**src/rtl/mem_excp_pkg.sv**
```systemverilog
// Shared CPU defines for the MEM-stage exception unit: exception codes,
// CP0 register indices and the MEM pipeline register layout.
package mem_excp_pkg;

  localparam logic [4:0] EXC_INT  = 5'h00;
  localparam logic [4:0] EXC_ADEL = 5'h04;
  localparam logic [4:0] EXC_ADES = 5'h05;
  localparam logic [4:0] EXC_SYS  = 5'h08;
  localparam logic [4:0] EXC_BP   = 5'h09;
  localparam logic [4:0] EXC_RI   = 5'h0a;
  localparam logic [4:0] EXC_OV   = 5'h0c;
  localparam logic [4:0] EXC_NONE = 5'h10;
  localparam logic [4:0] EXC_ERET = 5'h11;

  localparam logic [4:0] CP0_BADVADDR = 5'd8;
  localparam logic [4:0] CP0_STATUS   = 5'd12;
  localparam logic [4:0] CP0_CAUSE    = 5'd13;
  localparam logic [4:0] CP0_EPC      = 5'd14;

  typedef enum logic [1:0] {
    SIZE_BYTE = 2'd0,
    SIZE_HALF = 2'd1,
    SIZE_WORD = 2'd2
  } mem_size_e;

  typedef struct packed {
    logic        valid;
    logic [31:0] pc;
    logic        in_delay;
    logic [3:0]  flags;      // {eret, ri, break, syscall}
    logic        ov;
    logic        mem_rd;
    logic        mem_wr;
    logic [1:0]  mem_size;
    logic [31:0] addr;
    logic        rf_we;
  } mem_reg_t;

  // Bytes are never misaligned; halves need addr[0]=0, words addr[1:0]=0.
  function automatic logic is_misaligned(input logic [1:0] size, input logic [1:0] addr_lo);
    logic mis;
    mis = 1'b0;
    case (size)
      SIZE_HALF: mis = addr_lo[0];
      SIZE_WORD: mis = |addr_lo;
      default:   mis = 1'b0;
    endcase
    return mis;
  endfunction

endpackage

```
**src/rtl/mem_excp_if.sv**
```systemverilog
// EX-to-MEM instruction descriptor bus; EX drives it, the MEM stage consumes it.
interface mem_excp_if;
  logic        ex_valid_i;
  logic [31:0] ex_pc_i;
  logic        ex_in_delay_i;
  logic [3:0]  ex_flags_i;
  logic        ex_ov_i;
  logic        ex_mem_rd_i;
  logic        ex_mem_wr_i;
  logic [1:0]  ex_mem_size_i;
  logic [31:0] ex_addr_i;
  logic        ex_rf_we_i;

  modport master (
    output ex_valid_i, ex_pc_i, ex_in_delay_i, ex_flags_i, ex_ov_i,
           ex_mem_rd_i, ex_mem_wr_i, ex_mem_size_i, ex_addr_i, ex_rf_we_i
  );

  modport slave (
    input ex_valid_i, ex_pc_i, ex_in_delay_i, ex_flags_i, ex_ov_i,
          ex_mem_rd_i, ex_mem_wr_i, ex_mem_size_i, ex_addr_i, ex_rf_we_i
  );
endinterface

```
**src/rtl/mem_pipe_reg.sv**
```systemverilog
// MEM pipeline register: reset beats flush, flush beats stall, otherwise load.
module mem_pipe_reg
  import mem_excp_pkg::*;
(
  input  logic     clk,
  input  logic     rst_n,
  input  logic     stall,
  input  logic     flush,
  input  mem_reg_t d,
  output mem_reg_t q
);

  // NOTE: non-blocking (<=) for every register update so all flops sample
  // the pre-edge value; the reset is synchronous, so it only acts on an edge.
  always_ff @(posedge clk) begin
    if (!rst_n) begin
      q <= '0;
    end else if (flush) begin
      q <= '0;
    end else if (!stall) begin
      q <= d;
    end
  end

endmodule

```
**src/rtl/mem_excp.sv**
```systemverilog
// MEM-stage exception detection: registers the EX descriptor and reports the
// highest-priority exception of the held instruction to CP0 combinationally.
module mem_excp #(
  parameter logic [4:0] EXC_NONE = mem_excp_pkg::EXC_NONE,
  parameter logic [4:0] EXC_ERET = mem_excp_pkg::EXC_ERET
) (
  input  logic        clk,
  input  logic        rst_n,
  input  logic        stall_i,
  input  logic        flush_i,
  mem_excp_if.slave   ex,
  input  logic [31:0] cp0_status_i,
  input  logic [31:0] cp0_cause_i,
  input  logic        wb_cp0_we_i,
  input  logic [4:0]  wb_cp0_waddr_i,
  input  logic [31:0] wb_cp0_wdata_i,
  output logic [4:0]  exccode_o,
  output logic [31:0] pc_o,
  output logic        in_delay_o,
  output logic [31:0] badvaddr_o,
  output logic        mem_rd_o,
  output logic        mem_wr_o,
  output logic        rf_we_o
);
  import mem_excp_pkg::mem_reg_t;
  import mem_excp_pkg::EXC_INT;
  import mem_excp_pkg::EXC_ADEL;
  import mem_excp_pkg::EXC_ADES;
  import mem_excp_pkg::EXC_SYS;
  import mem_excp_pkg::EXC_BP;
  import mem_excp_pkg::EXC_RI;
  import mem_excp_pkg::EXC_OV;
  import mem_excp_pkg::CP0_STATUS;
  import mem_excp_pkg::CP0_CAUSE;
  import mem_excp_pkg::is_misaligned;

  mem_reg_t    d, q;
  logic [31:0] eff_status, eff_cause;
  logic        int_pend, misalign, adel, ades, addr_exc, no_exc;

  assign d = '{valid:    ex.ex_valid_i,
               pc:       ex.ex_pc_i,
               in_delay: ex.ex_in_delay_i,
               flags:    ex.ex_flags_i,
               ov:       ex.ex_ov_i,
               mem_rd:   ex.ex_mem_rd_i,
               mem_wr:   ex.ex_mem_wr_i,
               mem_size: ex.ex_mem_size_i,
               addr:     ex.ex_addr_i,
               rf_we:    ex.ex_rf_we_i};

  mem_pipe_reg u_pipe_reg (
    .clk   (clk),
    .rst_n (rst_n),
    .stall (stall_i),
    .flush (flush_i),
    .d     (d),
    .q     (q)
  );

  // A CP0 write retiring in WB this cycle must be seen, or an interrupt
  // masked by that very write would still fire.
  assign eff_status = (wb_cp0_we_i && wb_cp0_waddr_i == CP0_STATUS) ? wb_cp0_wdata_i : cp0_status_i;
  assign eff_cause  = (wb_cp0_we_i && wb_cp0_waddr_i == CP0_CAUSE)  ? wb_cp0_wdata_i : cp0_cause_i;
  assign int_pend   = eff_status[0] & ~eff_status[1] & (|(eff_cause[15:8] & eff_status[15:8]));

  assign misalign = is_misaligned(q.mem_size, q.addr[1:0]);
  assign adel     = q.valid & ~int_pend & misalign & q.mem_rd;
  assign ades     = q.valid & ~int_pend & misalign & q.mem_wr & ~q.mem_rd;
  assign addr_exc = adel | ades;

  // NOTE: exccode_o gets its default first so no path through the priority
  // chain leaves it unassigned, which would otherwise infer a latch.
  always_comb begin
    exccode_o = EXC_NONE;
    if (q.valid) begin
      if (int_pend)                      exccode_o = EXC_INT;
      else if (misalign && q.mem_rd)     exccode_o = EXC_ADEL;
      else if (misalign && q.mem_wr)     exccode_o = EXC_ADES;
      else if (q.flags[0])               exccode_o = EXC_SYS;
      else if (q.flags[1])               exccode_o = EXC_BP;
      else if (q.flags[2])               exccode_o = EXC_RI;
      else if (q.ov)                     exccode_o = EXC_OV;
      else if (q.flags[3])               exccode_o = EXC_ERET;
    end
  end

  assign no_exc     = q.valid & (exccode_o == EXC_NONE);
  assign pc_o       = q.pc;
  assign in_delay_o = q.in_delay;
  assign badvaddr_o = addr_exc ? q.addr : 32'h0;
  assign mem_rd_o   = q.mem_rd & no_exc;
  assign mem_wr_o   = q.mem_wr & no_exc;
  assign rf_we_o    = q.rf_we  & no_exc;

  logic unused_cp0_bits;
  assign unused_cp0_bits = ^{eff_status[31:16], eff_status[7:2], eff_cause[31:16], eff_cause[7:0]};

endmodule

```
**src/flat_wrapper.sv**
```systemverilog
// flat-port wrapper written by rule: the top's interface ports become plain ports
module mem_excp_flat import mem_excp_pkg::mem_reg_t; import mem_excp_pkg::EXC_INT; import mem_excp_pkg::EXC_ADEL; import mem_excp_pkg::EXC_ADES; import mem_excp_pkg::EXC_SYS; import mem_excp_pkg::EXC_BP; import mem_excp_pkg::EXC_RI; import mem_excp_pkg::EXC_OV; import mem_excp_pkg::CP0_STATUS; import mem_excp_pkg::CP0_CAUSE; import mem_excp_pkg::is_misaligned;
#(
  parameter logic [4:0] EXC_NONE = mem_excp_pkg::EXC_NONE,
  parameter logic [4:0] EXC_ERET = mem_excp_pkg::EXC_ERET
)
  (clk, rst_n, stall_i, flush_i, cp0_status_i, cp0_cause_i, wb_cp0_we_i, wb_cp0_waddr_i, wb_cp0_wdata_i, exccode_o, pc_o, in_delay_o, badvaddr_o, mem_rd_o, mem_wr_o, rf_we_o, ex_ex_valid_i, ex_ex_pc_i, ex_ex_in_delay_i, ex_ex_flags_i, ex_ex_ov_i, ex_ex_mem_rd_i, ex_ex_mem_wr_i, ex_ex_mem_size_i, ex_ex_addr_i, ex_ex_rf_we_i);
  mem_excp_if ex_i ();
  input  logic clk;
  input  logic rst_n;
  input  logic stall_i;
  input  logic flush_i;
  input  logic [31:0] cp0_status_i;
  input  logic [31:0] cp0_cause_i;
  input  logic wb_cp0_we_i;
  input  logic [4:0] wb_cp0_waddr_i;
  input  logic [31:0] wb_cp0_wdata_i;
  output logic [4:0] exccode_o;
  output logic [31:0] pc_o;
  output logic in_delay_o;
  output logic [31:0] badvaddr_o;
  output logic mem_rd_o;
  output logic mem_wr_o;
  output logic rf_we_o;
  input wire logic [$bits(ex_i.ex_valid_i)-1:0] ex_ex_valid_i;
  input wire logic [$bits(ex_i.ex_pc_i)-1:0] ex_ex_pc_i;
  input wire logic [$bits(ex_i.ex_in_delay_i)-1:0] ex_ex_in_delay_i;
  input wire logic [$bits(ex_i.ex_flags_i)-1:0] ex_ex_flags_i;
  input wire logic [$bits(ex_i.ex_ov_i)-1:0] ex_ex_ov_i;
  input wire logic [$bits(ex_i.ex_mem_rd_i)-1:0] ex_ex_mem_rd_i;
  input wire logic [$bits(ex_i.ex_mem_wr_i)-1:0] ex_ex_mem_wr_i;
  input wire logic [$bits(ex_i.ex_mem_size_i)-1:0] ex_ex_mem_size_i;
  input wire logic [$bits(ex_i.ex_addr_i)-1:0] ex_ex_addr_i;
  input wire logic [$bits(ex_i.ex_rf_we_i)-1:0] ex_ex_rf_we_i;
  assign ex_i.ex_valid_i = ex_ex_valid_i;
  assign ex_i.ex_pc_i = ex_ex_pc_i;
  assign ex_i.ex_in_delay_i = ex_ex_in_delay_i;
  assign ex_i.ex_flags_i = ex_ex_flags_i;
  assign ex_i.ex_ov_i = ex_ex_ov_i;
  assign ex_i.ex_mem_rd_i = ex_ex_mem_rd_i;
  assign ex_i.ex_mem_wr_i = ex_ex_mem_wr_i;
  assign ex_i.ex_mem_size_i = ex_ex_mem_size_i;
  assign ex_i.ex_addr_i = ex_ex_addr_i;
  assign ex_i.ex_rf_we_i = ex_ex_rf_we_i;
  mem_excp #(.EXC_NONE(EXC_NONE), .EXC_ERET(EXC_ERET)) u_core (.clk(clk), .rst_n(rst_n), .stall_i(stall_i), .flush_i(flush_i), .ex(ex_i), .cp0_status_i(cp0_status_i), .cp0_cause_i(cp0_cause_i), .wb_cp0_we_i(wb_cp0_we_i), .wb_cp0_waddr_i(wb_cp0_waddr_i), .wb_cp0_wdata_i(wb_cp0_wdata_i), .exccode_o(exccode_o), .pc_o(pc_o), .in_delay_o(in_delay_o), .badvaddr_o(badvaddr_o), .mem_rd_o(mem_rd_o), .mem_wr_o(mem_wr_o), .rf_we_o(rf_we_o));
endmodule
```
**config.mk**
```make
export PLATFORM = sky130hd
export DESIGN_NAME = mem_excp_flat
export DESIGN_NICKNAME = d
export VERILOG_FILES = /design/src/rtl/mem_excp_pkg.sv /design/src/rtl/mem_excp_if.sv /design/src/rtl/mem_pipe_reg.sv /design/src/rtl/mem_excp.sv /design/src/flat_wrapper.sv
export SDC_FILE = /design/constraint.sdc
export NUM_CORES = 1
export LEC_CHECK = 0
export CORE_UTILIZATION = 35
export DETAILED_ROUTE_END_ITERATION = 8
export GPL_ROUTABILITY_DRIVEN = 0
export PLACE_DENSITY = 0.84
export SLEW_MARGIN = 20
export SYNTH_ARGS = -nofsm -noshare
export SYNTH_HDL_FRONTEND = slang
export SYNTH_SLANG_ARGS = --single-unit
```
**constraint.sdc**
```tcl
create_clock -name clk -period 3.89 [get_ports clk]
set_input_delay 1.167 -clock clk [delete_from_list [all_inputs] [get_ports clk]]
set_output_delay 1.167 -clock clk [all_outputs]
set_load 0.02 [all_outputs]
```
## Word-level counts from Yosys, hierarchy flattened

Cells that the tools add are included.

| storage, ports and cells | value |
|---|---|
| flip-flop bits (word level) | 76 |
| word-level logic and storage cells | 52 |

| cells by class | value |
|---|---|
| eq/ne operators | 5 |
| muxes and demuxes | 13 |
| bitwise operators | 17 |
| reductions and logical operators | 7 |

Operators by type and width:

| operator | number |
|---|---|
| $mux 5 | 8 |
| $mux 16 | 2 |
| $mux 32 | 1 |
| $and 1x1->1 | 11 |
| $eq 5x4->1 const B | 2 |
| $and 8x8->8 | 1 |
| $reduce_or 8->1 | 1 |
| $eq 5x5->1 const B | 1 |
| $logic_and 1x1->1 | 4 |
| $not 1->1 | 4 |
| $reduce_or 2->1 | 2 |
| $eq 2x1->1 const B | 1 |
| $eq 2x2->1 const B | 1 |
| $pmux 1 s2 | 1 |
| $mux 1 | 1 |
| $or 1x1->1 | 1 |

## Longest topological paths before layout

| depth | value |
|---|---|
| word-level depth | 13 |
| mapped depth | 8 |
| mapped depth without buffers | 7 |

## Cells and area by module

A second synthesis with hierarchy kept.

| second synthesis, totals | value |
|---|---|
| cell total of the unflattened synthesis | 380 |
| area total of the unflattened synthesis | 3,442.1 sq um |

Modules (own cells, without submodules):

| module | instances | cells an instance | area each (sq um) |
|---|---|---|---|
| mem_pipe_reg | 1 | 246 | 2,740.1 |
| mem_excp | 1 | 134 | 701.9 |

## Worst setup path after synthesis

OpenSTA, ideal clock, no wires.

| timing path | value |
|---|---|
| path kind | input-to-output |
| from | input wb_cp0_waddr_i[0] |
| to | output exccode_o[0] |
| data arrival time | 2,901 ps |
| data required time | 2,723 ps |
| path slack | -178 ps |
| stages | 7 |
| path buffers | 2 |
| cell sequence | buf_6 -> mux2_4 -> a222oi_1 -> mux2_2 -> o221ai_2 -> buf_6 -> a211oi_1 |

| between the ends | value |
|---|---|
| cells in the longest elaborated chain, start to end | 8 |
| elaborated cells between the ends (all ways) | 13 |
| classes of those cells | 2 x eq/ne; 4 x mux; 4 x bitwise; 3 x reduce/logical |

Ends and longest elaborated chain:

| what | RTL line | text |
|---|---|---|
| from (decl) | flat_wrapper.sv:16 | `input logic [4:0] wb_cp0_waddr_i;` |
| $eq 5x4->1, on equally long branches | mem_excp.sv:64, mem_excp.sv:63 |  |
| $logic_and 1x1->1, on equally long branches | mem_excp.sv:64, mem_excp.sv:63 |  |
| $mux 16, on equally long branches | mem_excp.sv:64, mem_excp.sv:63 |  |
| $and 8x8->8 or $not 1->1 (tied branches) | mem_excp.sv:65 | `assign int_pend = eff_status[0] & ~eff_status[1] & (\|(eff_cause[15:8] & eff_status[15:8]));` |
| $reduce_or 8->1 or $and 1x1->1 (tied branches) | mem_excp.sv:65 |  |
| $and 1x1->1 * | mem_excp.sv:65 |  |
| $mux 5 * | mem_excp.sv:77 | `if (int_pend) exccode_o = EXC_INT;` |
| $mux 5 * | mem_excp.sv:76 | `if (q.valid) begin` |
| to (decl) | flat_wrapper.sv:18 | `output logic [4:0] exccode_o;` |

Every way passes the cells marked *; elsewhere a longest branch is shown, timed or not.

## Final worst setup path

Ends and elaborated chain as after synthesis.

==> impl_metrics.toml <==
[outcome]
outcome = "finished, violations left"
violations = "negative setup slack"

[setup_path]
path_class = "in -> out"
arrival_ns = 2.97
rrSetupSlack_ns = 3.19
cp-start-kind = "primary input"
worstRegToRegCells = 2
endpoint_kind = "output port"
critPathRequiredTime_ns = 2.72
crit_fanout = 6
r2r-end = "u_core.u_pipe_reg.q[14]$_SDFFE_PP0N_"
critPathLaunch = "wb_cp0_waddr_i[0]"
r2r_start = "u_core.u_pipe_reg.q[14]$_SDFFE_PP0N_"

[synth]
synth_top_cell_area_share = 0.4227
yosysTopAreaCell = "dfxtp_1"
yosys_warnings = 0
syn_area_per_cell_um2 = 8.758
syn_nets = 595
syn_area_um2 = 3600
synth_edf_count = 0
yosysSeqAreaShare = 0.4227
ys.flop_type = "dfxtp_1"
ys_ff_latch = 76
yosysUniqueCellTypes = 31
async_flop_share = 0
yosysMostFrequentCell = "nor2_1"
ys_top_cells_by_count = "115 x nor2_1, 76 x dfxtp_1, 76 x mux2i_1"
synth_area_leaders = "dfxtp_1 42%, mux2i_1 21%, nor2_1 12%, buf_4 6.7%, nand2_1 3.8%"
synth_cells = 411

[worst_hold_path]
hold_end = "u_core.u_pipe_reg.q[73]$_SDFFE_PP0N_"
holdCritStartpoint = "u_core.u_pipe_reg.q[73]$_SDFFE_PP0N_"
hold_path.class = "reg -> reg"
holdPathStages = 2

[timing]
hold_slack_ns = 0.4940
min_period_ns = 4.142
maxSlewHeadroom = 0.5674
rsz0062_at_grt = "yes"
drv_slew = 0
worst_slew_pin_slew_ns = 0.6429
worst_slack_ns = -0.2518
hold_viol = 0
fin_crit_sh = 1.065
setup_tns_ns = -5.868
worst_clock_skew_ns = 0
max_freq_mhz = 241.4
finalSetupViolCount = 39

[final_layout]
layoutNonFillerInstCount = 709
fin_nets = 754
syn_to_final_growth_pct = 70.77
reg.largest.list = "u_core.u_pipe_reg.q x76"
multiInputGateArea_um2 = 2082
regArea_um2 = 1521
final_core_util = 0.6232
max_flop_register = "u_core.u_pipe_reg.q"
final_area_um2 = 6147
drive_gt1_frac = 0.2487
largest_register_ffs = 76
fillers = 783

[global_routing]
grt_pass1_vias = 3455
grt_usage = 0.2024
antenna_found_initial = 2
grt_pass1_wl_um = 16550
grt_max_degree = 42
grt-ovfl-total = 0

[power]
finalPower_mw = 1.831
p_leak_nw = 2.481
powerDensity_nw_per_um2 = 297.9
max-vdd-ir-drop_v = 0.0001836

[drt]
drt_wl_total_um = 11140
drc_errors = 0
num_vias = 3418
drtIter0Drc = 54
viasPerCell = 4.821
drt-pass1-iter-count = 5
wl_per_cell_um = 15.71
antenna_left = 0

[floorplanning]
die_w_um = 103.4
fp.dieH_um = 103.4
start_util = 0.3649
io-pin-count = 255
core_area_um2 = 9864
dieArea_um2 = 10690
fp-row-count = 36

[clock_tree]
root_buffer = "clkbuf_8"
hold_buffers = 0
worstSkewPairLatency_ns = 0.34
path_clk_slew_ns = 0.07
cts_sinks = 76
cts_tree = "built"
cts_buffers = 9
clockBufferDepth = 2
cts_max_level = 3

[place]
hpwl_um = 7363
place_worst_setup_slack_ns = -1.247
place_area_um2 = 5400
numPortBuffers = 186
dpl.cell_count = 680

[job]
cap_violations = 0
-- report_power, final --
group	leakage, nW	total [mW]	internal, mW	switching (mW)
logic	1.75	0.318	0.188	0.130
registers	0.619	0.819	0.803	0.0154
clock network	0.112	0.694	0.398	0.297
-- metal layers --
layer,share of wire,global-route usage,vias up
li1,-,-,1650
met1,0.38,0.2158,1591
met2,0.51,0.3612,144
met3,0.081,0.06384,31
met4,0.030,0.09859,2
met5,0.0012,0,-
-- worst max-delay path: stages --
cell and delay (ns):
buf_12 0.12, mux2_4 0.29, a222oi_1 0.35, mux2_4 0.25, o221ai_4 0.15, buf_6 0.15, buf_8 0.13, a211oi_2 0.18
buf_4 0.19
-- how the worst max path moves through the flow --
stage	endpoint	slack [ns]	cells past startpoint
6_report	exccode_o[0]	-0.25	9
5_1_grt	exccode_o[0]	-0.32	9
4_1_cts	exccode_o[0]	-0.21	9
3_5_place_dp	badvaddr_o[22]	-1.25	8
3_3_place_gp	badvaddr_o[26]	-1.17	8
2_1_floorplan	exccode_o[1]	-0.11	7
-- cells in the final DEF, fill, tap and decap left out, types with 2 or more instances in the layout --
master / instances
dlygate4sd2_1: 16
buf_2: 4
nor3_4: 3
nand2b_1: 2
nor2_1: 82
a22oi_1: 2
inv_1: 6
clkinvlp_4: 2
buf_16: 3
dfxtp_1: 76
bufinv_16: 2
nor2_4: 32
clkdlybuf4s50_1: 120
mux2i_1: 76
a22oi_2: 2
mux2_4: 5
clkbuf_8: 11
buf_4: 14
a22o_1: 3
buf_12: 5
mux2_2: 2
clkbuf_2: 3
nor3_2: 2
buf_6: 37
a21oi_1: 4
nand2_1: 36
ha_1: 2
-- cells by family after synthesis --
family          share of synthesized area
buf+inv                            0.1074
compound gates                    0.04171
mux                                0.2343
fa+ha+maj                        0.006951
simple gates                       0.1870
flops                              0.4227
-- area by class of cell --
cell class                      count  area share
Antenna cell                        1   0.0004071
Clock buffer                       11     0.02463
Clock inverter                      5     0.01364
Inverter                            6    0.003664
Multi-Input combinational cell    272      0.3387
Sequential cell                    76      0.2475
Tap cell                          133     0.02707
Timing Repair Buffer              205      0.3444
-- repair_timing --
item / in CTS / in global routing
setup endpoints to repair: 40 / 40
resized for setup: 362 / 15
pin swaps: 40 / 12
setup buffers: 7 / 3
cloned: 3 / 0
No activity file was read; power rests on OpenSTA's default activity.
